### config.mk
export PLATFORM = sky130hd
export DESIGN_NAME = cache_ctrl_flat
export DESIGN_NICKNAME = d
export VERILOG_FILES = /design/src/rtl/cache_ctrl_if.sv /design/src/rtl/cache_ctrl.sv /design/src/flat_wrapper.sv
export SDC_FILE = /design/constraint.sdc
export NUM_CORES = 1
export LEC_CHECK = 0
export CORE_MARGIN = 2
export CORE_UTILIZATION = 52
export DETAILED_ROUTE_END_ITERATION = 6
export PLACE_DENSITY = 0.72
export SLEW_MARGIN = 20
export SYNTH_ARGS = -nofsm -noshare
export SYNTH_HDL_FRONTEND = slang
export SYNTH_SLANG_ARGS = --single-unit
### constraint.sdc
create_clock -name clk -period 9.75 [get_ports clk]
set_input_delay 1.95 -clock clk [delete_from_list [all_inputs] [get_ports clk]]
set_output_delay 1.95 -clock clk [all_outputs]
set_load 0.02 [all_outputs]
### src/rtl/cache_ctrl_if.sv
// Bus bundle between a CPU-side requester, the cache controller and the
// backing memory.
//   cpu_*      : request/response handshake (req held until ready pulse)
//   flush      : invalidate-all pulse
//   mem_*      : backing-memory strobes, address, write data, read data
//   hit_cnt/miss_cnt : saturating access statistics
// slave  = cache controller view, master = requester/memory model view.
interface cache_ctrl_if;
    logic        cpu_req;
    logic        cpu_we;
    logic [31:0] cpu_addr;
    logic [31:0] cpu_wdata;
    logic        flush;
    logic [31:0] cpu_rdata;
    logic        cpu_ready;
    logic        mem_read;
    logic        mem_write;
    logic [31:0] mem_addr;
    logic [31:0] mem_wdata;
    logic [31:0] mem_rdata;
    logic [15:0] hit_cnt;
    logic [15:0] miss_cnt;

    modport slave (
        input  cpu_req, cpu_we, cpu_addr, cpu_wdata, flush, mem_rdata,
        output cpu_rdata, cpu_ready, mem_read, mem_write, mem_addr, mem_wdata,
               hit_cnt, miss_cnt
    );

    modport master (
        output cpu_req, cpu_we, cpu_addr, cpu_wdata, flush, mem_rdata,
        input  cpu_rdata, cpu_ready, mem_read, mem_write, mem_addr, mem_wdata,
               hit_cnt, miss_cnt
    );
endinterface

### src/rtl/cache_ctrl.sv
// Direct-mapped, write-through, no-write-allocate cache controller with
// one-word lines.
//   clk   : system clock, rising edge
//   rst_n : asynchronous active-low reset
//   bus   : cache_ctrl_if.slave (CPU handshake, memory strobes, counters)
//
//   state  | meaning
//   IDLE   | waiting for a request; flush and hit lookup happen here
//   MEM_RD | read miss, mem_read held for MEM_LAT cycles, fill on last
//   MEM_WR | write-through, mem_write held for MEM_LAT cycles
//   RESP   | cpu_ready pulse, inputs ignored
module cache_ctrl #(
    parameter int LINES   = 16,
    parameter int MEM_LAT = 2
) (
    input  logic         clk,
    input  logic         rst_n,
    cache_ctrl_if.slave  bus
);
    localparam int IDX_W = $clog2(LINES);
    localparam int TAG_W = 8 - IDX_W;
    localparam int TMR_W = (MEM_LAT > 1) ? $clog2(MEM_LAT) : 1;
    localparam logic [TMR_W-1:0] TMR_LOAD = TMR_W'(MEM_LAT - 1);

    typedef enum logic [1:0] {IDLE, MEM_RD, MEM_WR, RESP} state_t;

    state_t            state, state_nx;
    logic [TMR_W-1:0]  tmr, tmr_nx;
    logic [LINES-1:0]  valid, valid_nx;
    logic [TAG_W-1:0]  tag_mem [LINES];
    logic [31:0]       data_mem [LINES];

    logic              mem_read_nx, mem_write_nx, cpu_ready_nx;
    logic [31:0]       cpu_rdata_nx, mem_addr_nx, mem_wdata_nx;
    logic [15:0]       hit_nx, miss_nx;

    logic              line_we, tag_we;
    logic [IDX_W-1:0]  line_idx;
    logic [31:0]       line_data;

    logic [IDX_W-1:0]  idx, act_idx;
    logic [TAG_W-1:0]  tag, act_tag;
    logic              hit;
    logic              unused_addr_bits;

    assign idx     = bus.cpu_addr[IDX_W-1:0];
    assign tag     = bus.cpu_addr[7:IDX_W];
    // mem_addr holds the in-flight address, so the fill does not depend on
    // the requester keeping cpu_addr stable.
    assign act_idx = bus.mem_addr[IDX_W-1:0];
    assign act_tag = bus.mem_addr[7:IDX_W];
    assign hit     = valid[idx] && (tag_mem[idx] == tag);
    assign unused_addr_bits = ^bus.cpu_addr[31:8];

    function automatic logic [15:0] sat_inc(input logic [15:0] v);
        return (v == 16'hFFFF) ? v : v + 16'd1;
    endfunction

    always_comb begin
        state_nx     = state;
        tmr_nx       = tmr;
        valid_nx     = valid;
        mem_read_nx  = 1'b0;
        mem_write_nx = 1'b0;
        cpu_ready_nx = 1'b0;
        cpu_rdata_nx = bus.cpu_rdata;
        mem_addr_nx  = bus.mem_addr;
        mem_wdata_nx = bus.mem_wdata;
        hit_nx       = bus.hit_cnt;
        miss_nx      = bus.miss_cnt;
        line_we      = 1'b0;
        tag_we       = 1'b0;
        line_idx     = idx;
        line_data    = bus.cpu_wdata;

        case (state)
            IDLE: begin
                if (bus.flush) begin
                    valid_nx = '0;
                end else if (bus.cpu_req) begin
                    tmr_nx = TMR_LOAD;
                    if (!bus.cpu_we) begin
                        if (hit) begin
                            cpu_rdata_nx = data_mem[idx];
                            cpu_ready_nx = 1'b1;
                            hit_nx       = sat_inc(bus.hit_cnt);
                            state_nx     = RESP;
                        end else begin
                            mem_read_nx  = 1'b1;
                            mem_addr_nx  = {24'b0, bus.cpu_addr[7:0]};
                            miss_nx      = sat_inc(bus.miss_cnt);
                            state_nx     = MEM_RD;
                        end
                    end else begin
                        mem_write_nx = 1'b1;
                        mem_addr_nx  = {24'b0, bus.cpu_addr[7:0]};
                        mem_wdata_nx = bus.cpu_wdata;
                        state_nx     = MEM_WR;
                        if (hit) begin
                            line_we = 1'b1;
                            hit_nx  = sat_inc(bus.hit_cnt);
                        end else begin
                            miss_nx = sat_inc(bus.miss_cnt);
                        end
                    end
                end
            end
            MEM_RD: begin
                if (tmr == '0) begin
                    line_we           = 1'b1;
                    tag_we            = 1'b1;
                    line_idx          = act_idx;
                    line_data         = bus.mem_rdata;
                    valid_nx[act_idx] = 1'b1;
                    cpu_rdata_nx      = bus.mem_rdata;
                    cpu_ready_nx      = 1'b1;
                    state_nx          = RESP;
                end else begin
                    mem_read_nx = 1'b1;
                    tmr_nx      = tmr - TMR_W'(1);
                end
            end
            MEM_WR: begin
                if (tmr == '0) begin
                    cpu_ready_nx = 1'b1;
                    state_nx     = RESP;
                end else begin
                    mem_write_nx = 1'b1;
                    tmr_nx       = tmr - TMR_W'(1);
                end
            end
            default: state_nx = IDLE;
        endcase
    end

    always_ff @(posedge clk or negedge rst_n) begin
        if (!rst_n) begin
            state         <= IDLE;
            tmr           <= '0;
            valid         <= '0;
            bus.cpu_ready <= 1'b0;
            bus.cpu_rdata <= '0;
            bus.mem_read  <= 1'b0;
            bus.mem_write <= 1'b0;
            bus.mem_addr  <= '0;
            bus.mem_wdata <= '0;
            bus.hit_cnt   <= '0;
            bus.miss_cnt  <= '0;
        end else begin
            state         <= state_nx;
            tmr           <= tmr_nx;
            valid         <= valid_nx;
            bus.cpu_ready <= cpu_ready_nx;
            bus.cpu_rdata <= cpu_rdata_nx;
            bus.mem_read  <= mem_read_nx;
            bus.mem_write <= mem_write_nx;
            bus.mem_addr  <= mem_addr_nx;
            bus.mem_wdata <= mem_wdata_nx;
            bus.hit_cnt   <= hit_nx;
            bus.miss_cnt  <= miss_nx;
        end
    end

    // Data and tags are not reset; valid bits gate every use.
    always_ff @(posedge clk) begin
        if (line_we) data_mem[line_idx] <= line_data;
        if (tag_we)  tag_mem[line_idx]  <= act_tag;
    end
endmodule

### src/flat_wrapper.sv
// flat-port wrapper written by rule: the top's interface ports become plain ports
module cache_ctrl_flat 
#(
    parameter int LINES   = 16,
    parameter int MEM_LAT = 2
)
  (clk, rst_n, bus_cpu_req, bus_cpu_we, bus_cpu_addr, bus_cpu_wdata, bus_flush, bus_mem_rdata, bus_cpu_rdata, bus_cpu_ready, bus_mem_read, bus_mem_write, bus_mem_addr, bus_mem_wdata, bus_hit_cnt, bus_miss_cnt);
  cache_ctrl_if bus_i ();
  input  logic clk;
  input  logic rst_n;
  input wire logic [$bits(bus_i.cpu_req)-1:0] bus_cpu_req;
  input wire logic [$bits(bus_i.cpu_we)-1:0] bus_cpu_we;
  input wire logic [$bits(bus_i.cpu_addr)-1:0] bus_cpu_addr;
  input wire logic [$bits(bus_i.cpu_wdata)-1:0] bus_cpu_wdata;
  input wire logic [$bits(bus_i.flush)-1:0] bus_flush;
  input wire logic [$bits(bus_i.mem_rdata)-1:0] bus_mem_rdata;
  output wire logic [$bits(bus_i.cpu_rdata)-1:0] bus_cpu_rdata;
  output wire logic [$bits(bus_i.cpu_ready)-1:0] bus_cpu_ready;
  output wire logic [$bits(bus_i.mem_read)-1:0] bus_mem_read;
  output wire logic [$bits(bus_i.mem_write)-1:0] bus_mem_write;
  output wire logic [$bits(bus_i.mem_addr)-1:0] bus_mem_addr;
  output wire logic [$bits(bus_i.mem_wdata)-1:0] bus_mem_wdata;
  output wire logic [$bits(bus_i.hit_cnt)-1:0] bus_hit_cnt;
  output wire logic [$bits(bus_i.miss_cnt)-1:0] bus_miss_cnt;
  assign bus_i.cpu_req = bus_cpu_req;
  assign bus_i.cpu_we = bus_cpu_we;
  assign bus_i.cpu_addr = bus_cpu_addr;
  assign bus_i.cpu_wdata = bus_cpu_wdata;
  assign bus_i.flush = bus_flush;
  assign bus_i.mem_rdata = bus_mem_rdata;
  assign bus_cpu_rdata = bus_i.cpu_rdata;
  assign bus_cpu_ready = bus_i.cpu_ready;
  assign bus_mem_read = bus_i.mem_read;
  assign bus_mem_write = bus_i.mem_write;
  assign bus_mem_addr = bus_i.mem_addr;
  assign bus_mem_wdata = bus_i.mem_wdata;
  assign bus_hit_cnt = bus_i.hit_cnt;
  assign bus_miss_cnt = bus_i.miss_cnt;
  cache_ctrl #(.LINES(LINES), .MEM_LAT(MEM_LAT)) u_core (.clk(clk), .rst_n(rst_n), .bus(bus_i));
endmodule
[Word-level counts from Yosys, hierarchy flattened]
Memories as Yosys holds them, arrays and structs flattened.
Cells that the tools add are included.
Word-level totals
  memories: 2
  register bits: 150
  memory bits (writable): 576
Memories
  u_core.data_mem: depth 16, bits a word 32, read ports 1, clocked after Yosys merged registers in 0, wr ports 1, line cache_ctrl.sv:31  | logic [31:0] data_mem [LINES];
  u_core.tag_mem: depth 16, bits a word 4, read ports 1, clocked after Yosys merged registers in 0, wr ports 1, line cache_ctrl.sv:30  | logic [TAG_W-1:0] tag_mem [LINES];
Operators by class
  mux-type cells: 54
  equal/unequal tests: 13
  bitwise gates (word level): 5
  reduce and logical (&&, ||, !) cells: 14
  magnitude comparators: 3
  add/sub/neg operators: 3
Operators by type and width (count)
  32-bit 2-to-1 mux: 9
  32-bit one-hot mux with 2 select lines: 1
  16-bit by 1-bit adder with 16-bit output, second input constant: 2
  16-bit == test, second input constant: 2
  16-bit 2-to-1 mux: 2
  16-bit one-hot mux with 2 select lines: 1
  1-bit 2-to-1 mux: 26
  16-bit bitwise OR: 1
  2-bit inequality test, second input constant: 7
  4-bit by 5-bit less-than comparator with 1-bit output, second input constant: 2
  2-bit 2-to-1 mux: 5
  1-bit one-hot mux with 2 select lines: 5
  5-bit AND reduction: 2
  3-bit AND reduction: 3
  4-bit 2-to-1 mux: 2
  4-bit AND reduction: 2
  6-bit AND reduction: 1
  1-bit binary-select mux with 4-bit select: 1
  1-bit demux with 4-bit select: 1
  4-bit == test: 1
  4-bit by 1-bit greater-or-equal comparator with 1-bit output, second input constant: 1
  1-bit NOT: 4
  2-bit one-hot mux with 2 select lines: 1
  2-bit nonzero test: 2
  other kinds (7): 8

[Depth between registers and ports, before layout]
  depth in word-level cells: 10
  depth in mapped cells: 13
  gate-level depth less buffers: 8

[Worst setup path before layout]
OpenSTA, ideal clock, no wires.
  kind: input to register
  from: in bus_cpu_addr[2]
  to: mem u_core.data_mem[10][0], enable pin
  path buffers: 3
  setup slack: 3.875 ns
  arrival time: 5.454 ns
  stages on the path: 10
  setup time: 0.421 ns
  required time: 9.329 ns
  cell sequence: buf_2 mux4_2 mux4_2 xor2_1 nor3_2 and4_1 buf_2 buf_2 a31oi_1 nor2_1
Between the ends
  longest elaborated chain between the ends: 10
  elaborated cells on any way between the ends: 14
Ends and longest elaborated chain
  start: declaration: line flat_wrapper.sv:13  | input wire logic [$bits(bus_i.cpu_addr)-1:0] bus_cpu_addr;
  memory read 16 x 4 bit / 1-bit binary-select mux with 4-bit select (equally long branches)
  4-bit == test / 1-bit 2-to-1 mux (equally long branches): line cache_ctrl.sv:52  | assign hit = valid[idx] && (tag_mem[idx] == tag);
  1-bit logical AND: line cache_ctrl.sv:52
  1-bit 2-to-1 mux: line cache_ctrl.sv:99  | if (hit) begin
  1-bit 2-to-1 mux: line cache_ctrl.sv:82  | if (!bus.cpu_we) begin
  1-bit 2-to-1 mux: line cache_ctrl.sv:80  | end else if (bus.cpu_req) begin
  1-bit 2-to-1 mux: line cache_ctrl.sv:78  | if (bus.flush) begin
  1-bit one-hot mux with 2 select lines: line cache_ctrl.sv:76  | case (state)
  1-bit 2-to-1 mux: line cache_ctrl.sv:166  | if (line_we) data_mem[line_idx] <= line_data;
  1-bit 2-to-1 mux (not written as such): line cache_ctrl.sv:166
  end: declaration: line cache_ctrl.sv:31
Several ways; a longest one is shown, not always the timed one. The select of a mux whose other input is x is not followed.

[Worst setup path in the final report]
  from: in bus_cpu_addr[1]
  to: mem u_core.data_mem[5][17], enable pin
The elaborated chain is that of the path after synthesis.

==> results.py <==
metrics = {
    "layout": {
        "final_cell_mix": "576 x edfxtp_1, 177 x clkdlybuf4s50_1, 175 x mux4_2",
        "fin_util": 0.6206,
        "nNetsFinal": 1923,
        "final_common_cell": "edfxtp_1",
        "drive_above_1_share": 0.2444,
        "nFillCells": 3884,
        "antenna_cells": 0,
        "fin_area_um2": 34330,
        "syn2layout_area_growth_pct": 17.37,
    },
    "setup_path": {
        "slowest_delay_ns": 0.96,
        "required_ns": 10.01,
        "critPathLaunchType": "primary input",
        "path_max_fanout": 79,
        "path_common_cell": "buf_4",
        "cp_data_arrival_time_ns": 6.79,
        "slowest_stage": "buf_4",
        "crit_type": "primary input to register",
        "cp-end-kind": "register",
        "crit_chain": "buf_6 -> buf_4 -> mux4_2 -> a22oi_1 -> a21oi_1 -> nor3_2 -> and4_1 -> buf_4 -> a31oi_1 -> nor2_4 -> buf_4",
    },
    "floorplanning": {
        "start_util": 0.5288,
        "die_w_um": 241.2,
        "die-height_um": 241.2,
        "ios": 232,
        "core_region_area_um2": 55310,
        "rows": 86,
        "die_area_um2": 58150,
    },
    "logic_synthesis": {
        "synthCells": 1625,
        "synth_area_um2": 29250,
        "synth-seq-cells": 702,
        "synth.distinct_cells": 55,
        "ys_async_sr_fraction": 0.1795,
        "yosys_warnings": 0,
        "syn_area_per_cell_um2": 18.00,
        "yosysSeqAreaShare": 0.6992,
        "synth_edf_count": 576,
        "synth_flop_cell": "edfxtp_1",
    },
    "clock_tree": {
        "insertion_delay_ns": 0.61,
        "cts_made_buffers": 74,
        "cts_setup_buffers": 0,
        "postCtsHoldBufs": 0,
        "path_clk_slew_ns": 0.06,
        "root_buffer": "clkbuf_16",
        "cts_buffer_depth": 3,
        "cts_tree": "done",
        "post_cts_resized": 0,
        "clock_sinks": 702,
        "htreeDepth": 3,
    },
    "route": {
        "wl_per_cell_um": 26.12,
        "drt-initial-drc-count": 1853,
        "viasPerCell": 6.189,
        "drc": 0,
        "routed_wirelength_um": 68480,
        "vias": 16230,
        "firstDrtPassIters": 7,
        "antenna_left": 0,
    },
    "global_routing": {
        "grt_overflow": 0,
        "grt_max_degree": 80,
        "grt_util_all_layers": 0.2409,
        "grt_first_pass_wirelength_um": 102900,
        "grt_pass1_vias": 16520,
        "antenna_found_initial": 0,
    },
    "placed_design": {
        "gp_congestion": 0.7760,
        "dp_hpwl_um": 37710,
        "io_buffers": 183,
        "postPlaceCellArea_um2": 31910,
    },
    "timing": {
        "clock.fmax_mhz": 153.3,
        "tns_ns": 0,
        "period_minus_slack_ns": 6.524,
        "worstMarginPinSlew_ns": 1.118,
        "setup_viol": 0,
        "slew_headroom": 0.2545,
        "drv_slew": 0,
        "fin_crit_sh": 0.6691,
        "fin_skew_ns": 0.01447,
        "hold_viol": 0,
        "rsz0062_at_grt": "false",
    },
    "power_and_ir_drop": {
        "ir_drop_v": 0.0001906,
        "power_density_nw_per_um2": 260.9,
        "power.leakage_nw": 11.75,
    },
    "run_status": {
        "status": "finished, final reports clean",
    },
    "worst_hold_path": {
        "holdCritPathClass": "register to register",
    },
    "job": {
        "max-cap-violations": 0,
    },
}
-- cells in the mapped netlist (7+ instances only) --
| cell | n | area share |
|---|---|---|
| edfxtp_1 | 576 | 0.59 |
| nand2_1 | 149 | 0.019 |
| inv_1 | 9 | 0.0012 |
| nor4_1 | 8 | 0.0017 |
| xor2_1 | 20 | 0.0060 |
| mux2i_1 | 12 | 0.0041 |
| nand3_1 | 13 | 0.0022 |
| o211ai_2 | 29 | 0.012 |
| mux4_2 | 175 | 0.13 |
| a22oi_1 | 37 | 0.0095 |
| nand4_1 | 13 | 0.0028 |
| o211ai_1 | 35 | 0.0090 |
| nor3_1 | 12 | 0.0021 |
| buf_4 | 27 | 0.0069 |
| a21oi_1 | 20 | 0.0034 |
| a22o_1 | 32 | 0.0096 |
| and3_1 | 13 | 0.0028 |
| nor2_1 | 62 | 0.0080 |
| dfrtp_1 | 126 | 0.11 |
| mux2_2 | 74 | 0.028 |
| nand2b_1 | 7 | 0.0015 |
| a31oi_1 | 9 | 0.0019 |
| xnor2_1 | 11 | 0.0033 |
| clkbuf_1 | 68 | 0.0087 |
| nor2b_1 | 9 | 0.0019 |
| buf_2 | 23 | 0.0039 |
-- area by class of cell --
cell class,instances,area (um2),area share
clock inverters,36,367.9,0.01072
multi-input cells,809,8386,0.2443
clock buffers,98,2014,0.05868
inverters,9,33.78,0.0009841
well taps,748,935.9,0.02726
repair buffers,220,2138,0.06229
flip-flops and latches,702,20450,0.5958
-- kinds of logic after synthesis --
kind of cell / synth area share
DFF: 0.6992
and+or+nand+nor: 0.04698
muxes: 0.1681
AOI/OAI and AO/OA: 0.05061
buffers and inverters: 0.02306
xor gates and xnor gates: 0.009284
adders and majority gates: 0.002567
other: 0.0001282
-- metrics by stage --
| stage | hold slack, ns | power, W | std cells | worst slack (ns) |
|---|---|---|---|---|
| global placement | 0.4755 | 0.006093 | 2485 | 2.703 |
| floorplan | 0.4618 | 0.005297 | 1648 | 3.875 |
| global route | 0.5037 | 0.009313 | 2622 | 3.005 |
| detailed placement | 0.4840 | 0.006214 | 2487 | 2.650 |
| CTS | 0.4941 | 0.008978 | 2621 | 3.320 |
| finish | 0.4936 | 0.008954 | 2622 | 3.226 |
-- metal layers --
layer	up-vias	global-route usage	part of all wire
met1	8509	0.3323	0.40
met2	738	0.3925	0.50
li1	6860	-	-
met4	0	0.08586	0.027
met5	-	0	0
met3	120	0.04003	0.078
-- critical path: cells and delay by family --
kind,cells,cell delay [ns]
and+or+nand+nor,3,1.03
muxes,1,0.42
buffers and inverters,4,2.37
AOI/OAI and AO/OA,3,0.80
-- flip-flops by register name (all words and copies together), names as in the netlist --
signal and flops:
u_core.valid 16, u_core.tmr 1, u_core.bus.mem_addr 8, u_core.bus.hit_cnt 16, u_core.bus.cpu_rdata 32, u_core.data_mem 512
u_core.bus.cpu_ready 1, u_core.bus.mem_write 1, u_core.bus.miss_cnt 16, u_core.tag_mem 64, u_core.state 2, u_core.bus.mem_wdata 32
u_core.bus.mem_read 1
-- worst paths after layout --
kind                                                     start                             endpoint  depth (start not counted)  slack (ns)
setup / recovery                               bus_cpu_addr[1]     u_core.data_mem[5][17]$_DFFE_PP_                         11        3.23
hold / removal             u_core.bus.miss_cnt[12]$_DFFE_PN0P_  u_core.bus.miss_cnt[12]$_DFFE_PN0P_                          1        0.49
setup reg to reg                   u_core.state[1]$_DFFE_PN0P_     u_core.data_mem[3][29]$_DFFE_PP_                          8        5.54
hold reg to reg            u_core.bus.miss_cnt[12]$_DFFE_PN0P_  u_core.bus.miss_cnt[12]$_DFFE_PN0P_                          1        0.49
max in group asynchronous                                rst_n               u_core.tmr$_DFFE_PN0P_                          2        7.32
min in group asynchronous                                rst_n   u_core.bus.mem_addr[6]$_DFFE_PN0P_                          1        1.29
-- power by group --
| group | internal [W] | total, W | switching [W] |
|---|---|---|---|
| Combinational | 0.000909 | 0.00222 | 0.00131 |
| Sequential | 0.00372 | 0.00397 | 0.000241 |
| Clock | 0.00162 | 0.00277 | 0.00114 |
No activity file was read; power rests on OpenSTA's default activity.
